<file path="src/rtl/ifu_pc_gen_if.sv">
// Fetch-side bundle between the decode/control logic and the PC unit.
// All fields are level signals that hold for one clock. There is no
// valid/ready pairing:
//   - redirect fields (stall, br_*, jmp*, jr*) are sampled on every rising
//     edge;
//   - pc-side outputs are valid for the whole cycle that follows the edge.
interface ifu_pc_gen_if;
   logic        stall;
   logic        br_taken;
   logic [15:0] br_imm16;
   logic        jmp;
   logic [25:0] jmp_idx26;
   logic        jr;
   logic [31:0] jr_target;
   logic [31:0] pc;
   logic [31:0] pc_plus4;
   logic [31:0] link_addr;
   logic        addr_err;
   logic [31:0] fetch_cnt;

   // Control side: drives redirects, observes the PC.
   modport master (
      output stall, br_taken, br_imm16, jmp, jmp_idx26, jr, jr_target,
      input  pc, pc_plus4, link_addr, addr_err, fetch_cnt
   );

   // PC unit side.
   modport slave (
      input  stall, br_taken, br_imm16, jmp, jmp_idx26, jr, jr_target,
      output pc, pc_plus4, link_addr, addr_err, fetch_cnt
   );
endinterface

</file>
<file path="src/rtl/ifu_pc_gen.sv">
// Program-counter generator for the single-cycle MIPS fetch stage.
// Picks the next PC among jr / j / branch / sequential, checks it against the
// instruction-memory window and either advances or freezes with a sticky error.
module ifu_pc_gen #(
   parameter logic [31:0] RESET_PC = 32'h0000_3000,
   parameter int unsigned IM_WORDS = 1024
) (
   input  logic          clk,
   input  logic          reset,
   ifu_pc_gen_if.slave   bus
);

   // Window bounds kept in 33 bits so a window ending at 2^32 and a
   // wrapped candidate cannot alias into a legal address.
   localparam logic [32:0] WIN_LO = {1'b0, RESET_PC};
   localparam logic [32:0] WIN_HI = WIN_LO + (33'(IM_WORDS) << 2);

   logic [31:0] pc_q;
   logic [31:0] cnt_q;
   logic        err_q;

   logic [31:0] pc_plus4;
   logic [31:0] br_off;
   logic [31:0] br_target;
   logic [31:0] jmp_target;
   logic [31:0] cand;
   logic [32:0] cand_wide;
   logic        cand_legal;
   logic        advance;
   logic        raise_err;

   // Sequential successor and the two pc-relative redirect targets.
   always_comb begin
      pc_plus4   = pc_q + 32'd4;
      br_off     = {{14{bus.br_imm16[15]}}, bus.br_imm16, 2'b00};
      br_target  = pc_plus4 + br_off;
      jmp_target = {pc_plus4[31:28], bus.jmp_idx26, 2'b00};
   end

   // Fixed-priority selection of the next-PC candidate: jr > j > branch > seq.
   always_comb begin
      cand = pc_plus4;
      if (bus.jr)
         cand = bus.jr_target;
      else if (bus.jmp)
         cand = jmp_target;
      else if (bus.br_taken)
         cand = br_target;
   end

   // Candidate must be word aligned and inside [WIN_LO, WIN_HI).
   always_comb begin
      cand_wide  = {1'b0, cand};
      cand_legal = (cand[1:0] == 2'b00) && (cand_wide >= WIN_LO) && (cand_wide < WIN_HI);
   end

   // Edge decision: frozen on error, then stall, then legality.
   always_comb begin
      advance   = !err_q && !bus.stall && cand_legal;
      raise_err = !err_q && !bus.stall && !cand_legal;
   end

   // PC and fetch counter move together only on a legal, unstalled advance.
   always_ff @(posedge clk or negedge reset) begin
      if (!reset) begin
         pc_q  <= RESET_PC;
         cnt_q <= 32'd0;
      end else if (advance) begin
         pc_q  <= cand;
         cnt_q <= cnt_q + 32'd1;
      end
   end

   // Sticky fetch-address error; only reset clears it.
   always_ff @(posedge clk or negedge reset) begin
      if (!reset)
         err_q <= 1'b0;
      else if (raise_err)
         err_q <= 1'b1;
   end

   assign bus.pc        = pc_q;
   assign bus.pc_plus4  = pc_plus4;
   assign bus.link_addr = pc_plus4;
   assign bus.addr_err  = err_q;
   assign bus.fetch_cnt = cnt_q;

endmodule
</file>
<file path="src/flat_wrapper.sv">
// flat-port wrapper written by rule: the top's interface ports become plain ports
module ifu_pc_gen_flat 
#(
   parameter logic [31:0] RESET_PC = 32'h0000_3000,
   parameter int unsigned IM_WORDS = 1024
)
  (clk, reset, bus_stall, bus_br_taken, bus_br_imm16, bus_jmp, bus_jmp_idx26, bus_jr, bus_jr_target, bus_pc, bus_pc_plus4, bus_link_addr, bus_addr_err, bus_fetch_cnt);
  ifu_pc_gen_if bus_i ();
  input  logic clk;
  input  logic reset;
  input wire logic [$bits(bus_i.stall)-1:0] bus_stall;
  input wire logic [$bits(bus_i.br_taken)-1:0] bus_br_taken;
  input wire logic [$bits(bus_i.br_imm16)-1:0] bus_br_imm16;
  input wire logic [$bits(bus_i.jmp)-1:0] bus_jmp;
  input wire logic [$bits(bus_i.jmp_idx26)-1:0] bus_jmp_idx26;
  input wire logic [$bits(bus_i.jr)-1:0] bus_jr;
  input wire logic [$bits(bus_i.jr_target)-1:0] bus_jr_target;
  output wire logic [$bits(bus_i.pc)-1:0] bus_pc;
  output wire logic [$bits(bus_i.pc_plus4)-1:0] bus_pc_plus4;
  output wire logic [$bits(bus_i.link_addr)-1:0] bus_link_addr;
  output wire logic [$bits(bus_i.addr_err)-1:0] bus_addr_err;
  output wire logic [$bits(bus_i.fetch_cnt)-1:0] bus_fetch_cnt;
  assign bus_i.stall = bus_stall;
  assign bus_i.br_taken = bus_br_taken;
  assign bus_i.br_imm16 = bus_br_imm16;
  assign bus_i.jmp = bus_jmp;
  assign bus_i.jmp_idx26 = bus_jmp_idx26;
  assign bus_i.jr = bus_jr;
  assign bus_i.jr_target = bus_jr_target;
  assign bus_pc = bus_i.pc;
  assign bus_pc_plus4 = bus_i.pc_plus4;
  assign bus_link_addr = bus_i.link_addr;
  assign bus_addr_err = bus_i.addr_err;
  assign bus_fetch_cnt = bus_i.fetch_cnt;
  ifu_pc_gen #(.RESET_PC(RESET_PC), .IM_WORDS(IM_WORDS)) u_core (.clk(clk), .reset(reset), .bus(bus_i));
endmodule
</file>
<file path="config.mk">
export PLATFORM = sky130hd
export DESIGN_NAME = ifu_pc_gen_flat
export DESIGN_NICKNAME = d
export VERILOG_FILES = /design/src/rtl/ifu_pc_gen_if.sv /design/src/rtl/ifu_pc_gen.sv /design/src/flat_wrapper.sv
export SDC_FILE = /design/constraint.sdc
export NUM_CORES = 1
export LEC_CHECK = 0
export BUFFER_PORTS_ARGS = -buffer_cell sky130_fd_sc_hd__buf_2
export CORE_ASPECT_RATIO = 1.25
export CORE_UTILIZATION = 40
export CTS_CLUSTER_SIZE = 40
export DETAILED_ROUTE_END_ITERATION = 10
export PLACE_DENSITY = 0.72
export SETUP_SLACK_MARGIN = 0.4
export SYNTH_ARGS = -nofsm -noshare
export SYNTH_HDL_FRONTEND = slang
export SYNTH_SLANG_ARGS = --single-unit
</file>
<file path="constraint.sdc">
create_clock -name clk -period 4.26 [get_ports clk]
set_input_delay 0.852 -clock clk [delete_from_list [all_inputs] [get_ports clk]]
set_output_delay 0.852 -clock clk [all_outputs]
set_load 0.02 [all_outputs]
</file>
# [Word level (Yosys, flattened, before mapping)]
# Index checks and enable logic that the tools add are counted.
# W data, S select, Z words.
[classes] div_mod_pow=0 shifts=0 n_eq_ne=0 mux=3 n_reduce_logical=9 bitwise_logic=0 order_cmp=2 n_mul=0 n_addsub=3
[ops] op="$mux W32" count=3
[ops] op="$add A32 B1 Y32 const B" count=1
[ops] op="$add A32 B3 Y32 const B" count=1
[ops] op="$add A32 B32 Y32" count=1
[ops] op="$ge A32 B14 Y1 const B" count=1
[ops] op="$lt A32 B15 Y1 const B" count=1
[ops] op="$logic_and A1 B1 Y1" count=5
[ops] op="$logic_not A1 Y1" count=3
[ops] op="$logic_not A2 Y1" count=1
[totals] memories=0 ramBits=0 mem_bits_ro=0 latchBits=0 regBits=65 out_inout_bits=129

# [Depth between registers and ports, before layout]
# Gate-level depths: netlist of the first run.
[depth] depth_word=10 depth_mapped=20 mapped_depth_nobuf=17

# [Least setup slack after synthesis of the first run]
# Ideal clock, no wire load.
[synth_timing] path_kind="reg-to-reg" start="register u_core.pc_q[2], in the netlist u_core.bus.pc[2]" end="register u_core.pc_q[10], in the netlist u_core.bus.pc[10]" path_stages_with_launch=20 arrival_time_ns=4.879 slack_ns=-0.746 required_ns=4.133 n_path_buf=2 path_cell_list="dfrtp_1 ha_1 nand4_1 nor4_4 and2_1 nand3_1 xnor2_1 ha_1 clkbuf_1 a21oi_1 o21a_1 o21ai_0 a21o_1 a31oi_1 mux2i_1 mux2i_4 nand3_2 nor3_4 buf_6 mux2_1"
[synth_between] elab_chain_len=9 elab_cells_between_ends=10
[synth_lines] item="from (decl)" line_no="ifu_pc_gen.sv:18" text="logic [31:0] pc_q;"
[synth_lines] item="from (signal assigned)" line_no="ifu_pc_gen.sv:69" text="pc_q <= cand;"
[synth_lines] item="$add A32 B3 Y32 (*)" line_no="ifu_pc_gen.sv:34" text="pc_plus4 = pc_q + 32'd4;"
[synth_lines] item="named net bus_link_addr[24]" line_no="flat_wrapper.sv:20" text="output wire logic [$bits(bus_i.link_addr)-1:0] bus_link_addr;"
[synth_lines] item="$add A32 B32 Y32" line_no="ifu_pc_gen.sv:36" text="br_target = pc_plus4 + br_off;"
[synth_lines] item="$mux W32 (*)" line_no="ifu_pc_gen.sv:47" text="else if (bus.br_taken)"
[synth_lines] item="$mux W32 (*)" line_no="ifu_pc_gen.sv:45" text="else if (bus.jmp)"
[synth_lines] item="$mux W32 (*)" line_no="ifu_pc_gen.sv:43" text="if (bus.jr)"
[synth_lines] item="$ge A32 B14 Y1" line_no="ifu_pc_gen.sv:54" text="cand_legal = (cand[1:0] == 2'b00) && (cand_wide >= WIN_LO) && (cand_wide < WIN_HI);"
[synth_lines] item="$logic_and A1 B1 Y1" line_no="ifu_pc_gen.sv:54"
[synth_lines] item="$logic_and A1 B1 Y1 (*)" line_no="ifu_pc_gen.sv:54"
[synth_lines] item="$logic_and A1 B1 Y1 (*)" line_no="ifu_pc_gen.sv:59" text="advance = !err_q && !bus.stall && cand_legal;"
# Mark *: on every way through the listed nets, which the timed path passes. The rest lies on a longest branch.
# A chain may end at the register's enable or synchronous reset.

# [Worst setup path after layout of the first run]
[layout_timing] start="register u_core.pc_q[3], in the netlist u_core.bus.pc[3]" end="register u_core.pc_q[19], in the netlist u_core.bus.pc[19]"
[layout_between] elab_chain_len=9 elab_cells_between_ends=10
[layout_lines] item="$add A32 B3 Y32 (*)" line_no="ifu_pc_gen.sv:34"
[layout_lines] item="$add A32 B32 Y32" line_no="ifu_pc_gen.sv:36"
[layout_lines] item="$mux W32" line_no="ifu_pc_gen.sv:47"
[layout_lines] item="$mux W32 (*)" line_no="ifu_pc_gen.sv:45"
[layout_lines] item="$mux W32 (*)" line_no="ifu_pc_gen.sv:43"
[layout_lines] item="$ge A32 B14 Y1" line_no="ifu_pc_gen.sv:54"
[layout_lines] item="$logic_and A1 B1 Y1 (2 in series)" line_no="ifu_pc_gen.sv:54"
[layout_lines] item="$logic_and A1 B1 Y1" line_no="ifu_pc_gen.sv:59"
# Mark *: on every way between the ends. The rest lies on a longest branch, timed or not.

==> out/qor.csv, run 1 <==
metric,value,unit
p_comb_share,20.6,%
muxShareOfSynthArea,4.20,%
viasPerCell,5.83,
grt_pass1_wl,39500,microns
fin_crit_sh,105,%
dp_cells,1286,
path_clk_slew,60,ps
critPathKind,reg2reg,
place.gp.congestion,1.06,
holdPathStages,1,
cp-start-kind,flop,
path_max_fanout,7,
first_iter_violations,486,
areaGrowthSynthToFinish,65.0,%
max_stage_delay,520,ps
die_h,146,microns
end_kind,flop,
critPathBufInv,7,
rows,52,
maxCapViolCount,0,
hold_buffers,0,
cp_cell_sequence,ha_4 > buf_4 > nand2_1 > nor4_4 > buf_4 > xnor2_1 > buf_4 > ha_1 > nand3_1 > or2_4 > nor3_4 > nor3_4 > or4_1 > o211ai_1 > o22a_1 > nand4_4 > nor3_4 > buf_6 > buf_16 > buf_12 > buf_12 > nor2b_1,
htreeDepth,3,
clk_latency,340,ps
avgSynthCellArea,8.50,sq um
worstSetupPathDepth,22,
synth_top_area_share,23.9,%
switching_share,28.4,%
pwr-share-clk,43.1,%
drtPass1Iterations,5,
synth_edf_count,0,
diodes,0,
cts_tree,yes,
leakage,5.72,nW
setup_violations,65,
worstMarginPinSlew,789,ps
netlist_instances,775,
async_flop_share,100,%
dr_total_vias,7904,
violations,setup timing,
drive_above_1_share,54.0,%
arrival,4690,ps
slew_headroom,47.4,%
core-area,0.0161,sq mm
cpMaxStageDelayCell,or4_1,
status,finished with violations,
peakVddDrop,216,uV
port_buffers,208,
fill_cells,1229,
clock.fmax,223,MHz
seq_area_frac_synth,24.7,%
power.switching,484,uW
required,4480,ps
die_x,117,microns
rr_worst_depth,22,
grt_pass1_vias,7633,
synth.most_common_cell,nand2_1,
report.final.hold_viol_count,0,
yosys.area_share.simple,31.1,%
yosys-top-cells-area,"dfrtp_1 (24%), xor2_1 (6.5%), ha_1 (6.3%), nor4_2 (5.7%), buf_4 (4.0%)",
netlist_area,0.00659,sq mm
synthAdderAreaFrac,6.57,%
place_hpwl,18400,microns
ys.flop_type,dfrtp_1,
yosys_register_bits,65,
antenna_found_initial,0,
critical_path.top_delay_family,simple AND/OR/NAND/NOR gates,
max-clock-path-buffers,2,
grt_max_degree,35,
grt_usage,29.8,%
start_util,40.8,%
rsz0062_at_grt,yes,
finalClockSkew,8.38,ps
die_area,0.0170,sq mm
seqPwrFrac,36.2,%
place_ws,-310,ps
syn_nets,889,
power.density,157,mW/mm^2
pin_count,209,
hold_slack,478,ps
final_nets,1248,
synthTopCellsByCount,"nand2_1 (69), dfrtp_1 (63), xor2_1 (49)",
globalRouteOverflowTotal,0,
synth_top_area_cell,dfrtp_1,
ant_nets,0,
yosysUniqueCellTypes,74,
yosys_warnings,0,
finalNonFillerCells,1355,
synth_compound_area_share,15.5,%
remaining_drc_errors,0,
layout_setup_ws,-217,ps
wirelength,27200,microns
layout_min_cycle_time,4480,ps
wire_per_inst,20.1,microns
cts.sinks,65,
final_max_slew_viol_count,0,
final_cell_area,0.0109,sq mm
power.internal,1.22,mW
hold_path.class,reg2reg,
synth_top_family_by_area,simple AND/OR/NAND/NOR gates,
dpl-instance-area,0.00903,sq mm
clockRootBuffer,clkbuf_16,
final_core_util,67.4,%
synth-xor-area-share,10.1,%
cts_buffers,9,
-- placed cells by master, fill, tap and decap left out, types with 6 or more instances in the layout --
cell,n
nand2b_1,8
xnor2_2,13
buf_6,17
o21ai_1,10
nand3_1,30
buf_12,11
mux2i_1,12
o21a_1,6
o211ai_1,7
buf_4,179
nor4_1,6
nand2_1,63
a21oi_2,12
nor2_1,41
nor2b_4,11
a21o_1,12
nand4_1,29
xnor2_1,10
dfrtp_1,58
ha_1,17
nor3_1,10
mux2_4,9
inv_1,15
and2_1,11
buf_2,208
o21ai_0,26
and3_1,16
a21oi_1,22
xor2_1,43
ha_4,16
clkbuf_16,10
nor2b_1,12
nor4_4,34
and4_1,8
-- area by class of cell --
cell class	count	area (sq um)	area share (%)
Multi-Input combinational cell	618	5620	51.7
Tap cell	216	270	2.48
Inverter	16	60.1	0.552
Clock inverter	6	60.1	0.552
Sequential cell	65	1640	15.0
Clock buffer	10	229	2.10
Timing Repair Buffer	424	3000	27.6
-- layer usage --
layer / vias up / GRT usage (%) / share of wire (%)
met5: - / 0 / 0
met4: 0 / 13.0 / 4.9
met3: 119 / 4.58 / 7.2
met2: 422 / 52.9 / 52
met1: 3827 / 34.8 / 36
li1: 3536 / - / -
-- logic make-up (layout without fill, tap and decap cells) --
group,Yosys count,in the layout
AOI/OAI and AO/OA,155,155
xor gates and xnor gates,75,75
adders and majority gates,34,34
buffers and inverters,92,456
DFF,65,65
muxes,25,25
and+or+nand+nor,329,329
-- per-stage QoR --
step | power [mW] | TNS, ps
3_5_place_dp | 0.926 | -14490
6_report | 1.70 | -9720
2_1_floorplan | 0.779 | -8070
3_3_place_gp | 0.924 | -11100
4_1_cts | 1.68 | -2930
5_1_grt | 1.76 | -18610
-- path summary, 6_finish.rpt --
path                                                       from                              endpoint  slack, ps
max                                u_core.bus.pc[3]$_DFFE_PN0P_         u_core.bus.pc[19]$_DFFE_PN0P_       -220
min                        u_core.bus.fetch_cnt[15]$_DFFE_PN0P_  u_core.bus.fetch_cnt[15]$_DFFE_PN0P_        480
max reg2reg                        u_core.bus.pc[3]$_DFFE_PN0P_         u_core.bus.pc[19]$_DFFE_PN0P_       -220
min reg2reg                u_core.bus.fetch_cnt[15]$_DFFE_PN0P_  u_core.bus.fetch_cnt[15]$_DFFE_PN0P_        480
max in group asynchronous                                 reset         u_core.bus.pc[23]$_DFFE_PN0P_       2720
min in group asynchronous                                 reset         u_core.bus.pc[29]$_DFFE_PN0P_        590
-- registers in the layout, indices dropped and copies added, names as in the netlist --
signal                count
u_core.bus.addr_err       1
u_core.bus.fetch_cnt     32
u_core.bus.pc            32
-- timing repair --
action	CTS	global route
pin swaps	52	86
hold endpoints to repair	0	0
setup buffers	27	20
endpoints found under the setup margin	65	65
gates cloned	5	1
gates resized for setup	101	96
-- power by group through the flow --
| stage | sequential, mW | clock [mW] | combinational, mW |
|---|---|---|---|
| floorplan | 0.629 | 0 | 0.151 |
| global placement | 0.629 | 0 | 0.295 |
| detailed placement | 0.629 | 0 | 0.297 |
| CTS | 0.618 | 0.732 | 0.326 |
| global route | 0.617 | 0.766 | 0.377 |
| finish | 0.618 | 0.735 | 0.351 |
(Power assumes the default switching activity.)
==> inputs of run 2 (changes only) <==
- SETUP_SLACK_MARGIN: 0.4 -> 0.02
==> run 2 against run 1 <==
  * The flow still finishes with violations (setup timing)
  * Flip-flop and latch count did not move
  * Combinational power is 6.0% lower
  * First-iteration DRC count fell by 6.6%
  * Sequential share of layout area grew 0.87 points
  * Power is 1.9% higher
  * Die area unchanged
  * Count of clock-buffer cells in the layout is 3 higher
  * Fmax is 0.25% higher
  * Final cell count fell by 1.6%
  * Via count down 5.2%
  * Critical path type unchanged
  * Critical endpoint is now u_core.bus.pc[4]$_DFFE_PN0P_
  * Largest cell class unchanged
  * Highest routed layer unchanged
==> out/qor.csv, run 2 (synthesis gave the netlist of run 1 again) <==
metric,value,unit
status,finished with violations,
place_hpwl,18500,microns
clock.fmax,224,MHz
core-area,0.0161,sq mm
start_util,40.8,%
finalClockSkew,12.7,ps
grt_pass1_wl,36500,microns
final_core_util,63.7,%
switching_share,25.7,%
leakage,5.44,nW
cpMaxStageDelayCell,dfstp_2,
place_ws,-295,ps
path_clk_slew,60,ps
first_iter_violations,454,
htreeDepth,3,
drtPass1Iterations,7,
p_comb_share,19.0,%
fin_crit_sh,105,%
antenna_found_initial,0,
report.final.hold_viol_count,0,
wirelength,24600,microns
rows,52,
pin_count,209,
final_cell_mix,"buf_2 (208), buf_4 (173), nand2_1 (65)",
globalRouteOverflowTotal,0,
violations,setup timing,
worstMarginPinSlew,992,ps
die_area,0.0170,sq mm
diodes,0,
seqPwrFrac,35.6,%
max_stage_delay,580,ps
path_max_fanout,7,
hold_path.class,reg2reg,
remaining_drc_errors,0,
slew_headroom,33.9,%
cts_buffers,9,
cts.sinks,65,
final_nets,1226,
die_x,117,microns
ant_nets,0,
place.gp.congestion,0.997,
rsz0062_at_grt,yes,
wire_per_inst,18.5,microns
grt_usage,27.7,%
cts_tree,yes,
cp-start-kind,flop,
power.switching,446,uW
power.internal,1.29,mW
tns,-5810,ps
maxCapViolCount,0,
max-clock-path-buffers,2,
viasPerCell,5.62,
pwr-share-clk,45.4,%
power.density,169,mW/mm^2
arrival,4690,ps
grt_max_degree,46,
hold_buffers,0,
required,4480,ps
grt_pass1_vias,7144,
dr_total_vias,7490,
final_max_slew_viol_count,0,
clockRootBuffer,clkbuf_16,
end_kind,flop,
critPathBufInv,3,
areaGrowthSynthToFinish,56.0,%
die_h,146,microns
layout_setup_ws,-206,ps
clk_latency,340,ps
drive_above_1_share,50.3,%
setup_violations,63,
final_common_cell,buf_2,
critical_path.top_delay_family,simple AND/OR/NAND/NOR gates,
layout_min_cycle_time,4470,ps
port_buffers,208,
peakVddDrop,219,uV
critPathKind,reg2reg,
cp_cell_sequence,nand3_4 > nor4_4 > buf_6 > and2_4 > nand3_4 > xnor2_4 > ha_4 > a21oi_2 > o21ai_1 > o31a_1 > o21a_1 > nor3_1 > nand4_1 > nor4_4 > nand4_4 > nor3_4 > buf_6 > clkbuf_16 > mux2_4,
run 2: changes by cell type in the layout (fill, tap and decap cells not counted), moves of 4 or more:
cell,previous run,this run
nor2b_4,11,7
nor4_4,34,29
ha_4,16,10
xnor2_2,13,9
o21ai_1,10,4
buf_4,179,173
buf_6,17,11
ha_1,17,23
o21ai_0,26,32
buf_12,11,7
nor2b_1,12,16
nor4_2,2,6
xnor2_1,10,15
buf_16,5,0
run 2: through the flow:
| stage | power, mW | cell area, sq um | hold WS [ps] | instances |
|---|---|---|---|---|
| finish | 1.74 | 10300 | 482 | 1333 |
| floorplan | 0.779 | 6900 | 556 | 775 |
| CTS | 1.72 | 9680 | 483 | 1321 |
| global route | 1.80 | 10300 | 500 | 1333 |
| detailed placement | 0.927 | 9100 | 464 | 1298 |
| global placement | 0.925 | 9100 | 458 | 1298 |
run 2: cell type report:
cell class              instances  area, sq um
repair buffers                402         2680
clock buffers                  13          250
well taps                     216          270
fillers                      1329         5850
flip-flops and latches         65         1640
inverters                      16         60.1
clock inverters                 3         65.1
multi-input cells             618         5320
run 2: routing by layer:
layer / wire, microns / GRT usage (%) / vias up / share of wire, %
li1: - / - / 3507 / -
met1: 9380 / 32.4 / 3617 / 38
met2: 12900 / 49.5 / 306 / 53
met3: 1500 / 4.71 / 60 / 6.1
met4: 787 / 10.4 / 0 / 3.2
met5: 0 / 0 / - / 0
run 2: final timing paths:
path                                                     startpoint                              endpoint  slack (ps)  cells past startpoint
worst max-delay path                  u_core.bus.pc[12]$_DFFE_PN1P_          u_core.bus.pc[4]$_DFFE_PN0P_        -210                     19
min in group asynchronous                                     reset  u_core.bus.fetch_cnt[22]$_DFFE_PN0P_         690                      1
max in group asynchronous                                     reset   u_core.bus.fetch_cnt[7]$_DFFE_PN0P_        2710                      2
worst min-delay path            u_core.bus.fetch_cnt[9]$_DFFE_PN0P_   u_core.bus.fetch_cnt[9]$_DFFE_PN0P_         480                      1
worst max register to register        u_core.bus.pc[12]$_DFFE_PN1P_          u_core.bus.pc[4]$_DFFE_PN0P_        -210                     19
worst min register to register  u_core.bus.fetch_cnt[9]$_DFFE_PN0P_   u_core.bus.fetch_cnt[9]$_DFFE_PN0P_         480                      1
run 2: timing repair:
action / CTS / global route
cloned: 0 / 3
gates resized for setup: 41 / 88
pin swaps: 7 / 31
setup endpoints to repair: 65 / 65
setup buffers: 7 / 10
run 2: worst register-to-register path, stage by stage, from the launching register on:
cell and delay [ps]:
dfstp_2 580, nand3_4 110, nor4_4 270, buf_6 170, and2_4 200, nand3_4 110
xnor2_4 190, ha_4 250, a21oi_2 150, o21ai_1 120, o31a_1 280, o21a_1 200
nor3_1 190, nand4_1 150, nor4_4 320, nand4_4 210, nor3_4 270, buf_6 130
clkbuf_16 160, mux2_4 310
run 2: power by group through the flow:
stage | sequential [mW] | combinational (mW) | clock (mW)
floorplan | 0.629 | 0.151 | 0
CTS | 0.618 | 0.310 | 0.792
global placement | 0.629 | 0.296 | 0
global route | 0.618 | 0.357 | 0.822
finish | 0.618 | 0.330 | 0.788
detailed placement | 0.629 | 0.298 | 0
==> inputs of run 3 (changes only) <==
- BUFFER_PORTS_ARGS: -buffer_cell sky130_fd_sc_hd__buf_2 -> -buffer_cell sky130_fd_sc_hd__clkbuf_2
- PLACE_DENSITY: 0.72 -> 0.69
- clock period: 4.26 -> 4.2 ns (I/O delays scaled with it)
==> run 3 against run 2 <==
  * The run still ends with setup timing left
  * Register-to-register slack worse by 20 ps
  * Clock skew shrank 1.8 ps
  * Critical path depth unchanged
  * Cell area grew 1.4%
  * Die area is the same
  * Critical endpoint is now u_core.bus.fetch_cnt[1]$_DFFE_PN0P_
==> out/qor.csv, run 3 (synthesis gave the netlist of run 1 again) <==
metric,value,unit
status,finished with violations,
violations,setup timing,
grt_pass1_vias,7378,
first_iter_violations,451,
finalClockSkew,10.9,ps
htreeDepth,3,
cpMaxStageDelayCell,dfrtp_2,
dr_total_vias,7579,
grt_max_degree,36,
setup_violations,64,
multi_input_area,0.00524,sq mm
final_cell_mix,"clkbuf_2 (207), buf_4 (194), nand2_1 (67)",
max-clock-path-buffers,2,
fill_cells,1364,
path_clk_slew,60,ps
clockRootBuffer,clkbuf_16,
fin_crit_sh,105,%
peakVddDrop,208,uV
final_cell_area,0.0104,sq mm
slew_headroom,45.4,%
viasPerCell,5.58,
place_ws,-320,ps
cp-startpoint,u_core.bus.pc[2]$_DFFE_PN0P_,
wirelength,25500,microns
final_common_cell,clkbuf_2,
drive_above_1_share,50.0,%
clock.fmax,226,MHz
register_area,0.00164,sq mm
regToRegStartpoint,u_core.bus.pc[2]$_DFFE_PN0P_,
hold_slack,484,ps
diodes,0,
cts_buffers,9,
grt_usage,29.6,%
cp-start-kind,flop,
die_x,117,microns
place_hpwl,19400,microns
worstMarginPinSlew,820,ps
hold_buffers,0,
die_h,146,microns
place.gp.congestion,0.935,
leakage,5.55,nW
reg2reg_slack,-230,ps
die_area,0.0170,sq mm
rsz0062_at_grt,yes,
grt_pass1_wl,38600,microns
critPathKind,reg2reg,
path_max_fanout,14,
max_stage_delay,390,ps
remaining_drc_errors,0,
required,4410,ps
end_kind,flop,
globalRouteOverflowTotal,0,
ant_nets,0,
wire_per_inst,18.7,microns
core-area,0.0161,sq mm
antenna_found_initial,0,
tns,-7010,ps
cts.sinks,65,
p_total,1.66,mW
worstSetupEndpoint,u_core.bus.fetch_cnt[1]$_DFFE_PN0P_,
areaGrowthSynthToFinish,58.2,%
cp_cell_sequence,ha_4 > nand4_1 > nor4_4 > buf_6 > and2_4 > nand3_4 > xnor2_4 > ha_4 > a21oi_4 > o21a_1 > o21ai_2 > a21o_1 > a31oi_1 > mux2i_1 > mux2i_4 > nand3_4 > nor3_4 > buf_12 > mux2_2,
pin_count,209,
maxCapViolCount,0,
rows,52,
port_buffers,208,
start_util,40.8,%
arrival,4640,ps
final_max_slew_viol_count,0,
power.density,159,mW/mm^2
report.final.hold_viol_count,0,
final_nets,1251,
cts_tree,yes,
hold_path.class,reg2reg,
drtPass1Iterations,5,
layout_setup_ws,-230,ps
rr_worst_depth,19,
layout_min_cycle_time,4430,ps
clk_latency,330,ps
r2r_end,u_core.bus.fetch_cnt[1]$_DFFE_PN0P_,
dpl-instance-area,0.00926,sq mm
[run 3: changes by cell type in the layout (fill, tap and decap cells not counted), sizes merged]
cell    change
bufbuf      +1
clkbuf    +207
buf       -181
bufinv      -2
[run 3: worst min path at each step]
stage               cells past startpoint                                   end                            startpoint  slack (ps)
finish                                  1  u_core.bus.fetch_cnt[15]$_DFFE_PN0P_  u_core.bus.fetch_cnt[15]$_DFFE_PN0P_         480
global route                            1  u_core.bus.fetch_cnt[17]$_DFFE_PN0P_  u_core.bus.fetch_cnt[17]$_DFFE_PN0P_         510
CTS                                     1  u_core.bus.fetch_cnt[15]$_DFFE_PN0P_  u_core.bus.fetch_cnt[15]$_DFFE_PN0P_         480
detailed placement                      1  u_core.bus.fetch_cnt[31]$_DFFE_PN0P_  u_core.bus.fetch_cnt[31]$_DFFE_PN0P_         470
global placement                        1  u_core.bus.fetch_cnt[31]$_DFFE_PN0P_  u_core.bus.fetch_cnt[31]$_DFFE_PN0P_         460
floorplan                               0       u_core.bus.addr_err$_DFFE_PN0P_                                 reset         540
[run 3: final cells by class]
cell class | instances | area share, %
clock inverters | 1 | 0.0480
inverters | 16 | 0.576
clock buffers | 15 | 2.57
well taps | 216 | 2.59
repair buffers | 427 | 28.2
flip-flops and latches | 65 | 15.7
multi-input cells | 618 | 50.3
[run 3: repair_timing]
action,4_1_cts,5_1_grt
cloned,4,1
endpoints found under the setup margin,65,65
pin swaps,43,40
buffers inserted,18,5
resized for setup,81,38
[run 3: critical path, delay by kind of cell (launching register included)]
family,cells,cell delay (ps)
adders and majority gates,2,400
xor gates and xnor gates,1,190
DFF,1,390
and+or+nand+nor,6,1110
muxes,3,1020
buffers and inverters,2,350
AOI/OAI and AO/OA,5,830
[run 3: layer usage]
metal	routed length [microns]	GRT usage [%]
met1	10000	35.3
met2	13000	51.1
met3	1320	4.12
met4	1140	14.5
met5	0	0
[run 3: power by group]
group | switching, mW | leakage, nW | total (mW) | internal [mW]
clock | 0.259 | 0.134 | 0.690 | 0.431
combinational | 0.190 | 4.54 | 0.343 | 0.153
sequential | 0.0000304 | 0.875 | 0.627 | 0.627
total | 0.449 | 5.55 | 1.66 | 1.21
[run 3: metrics by stage]
stage               utilization (%)  std cells
CTS                            63.2       1355
floorplan                         -        775
detailed placement             57.4       1317
finish                         64.6       1358
global route                   64.6       1358
global placement               57.4       1317
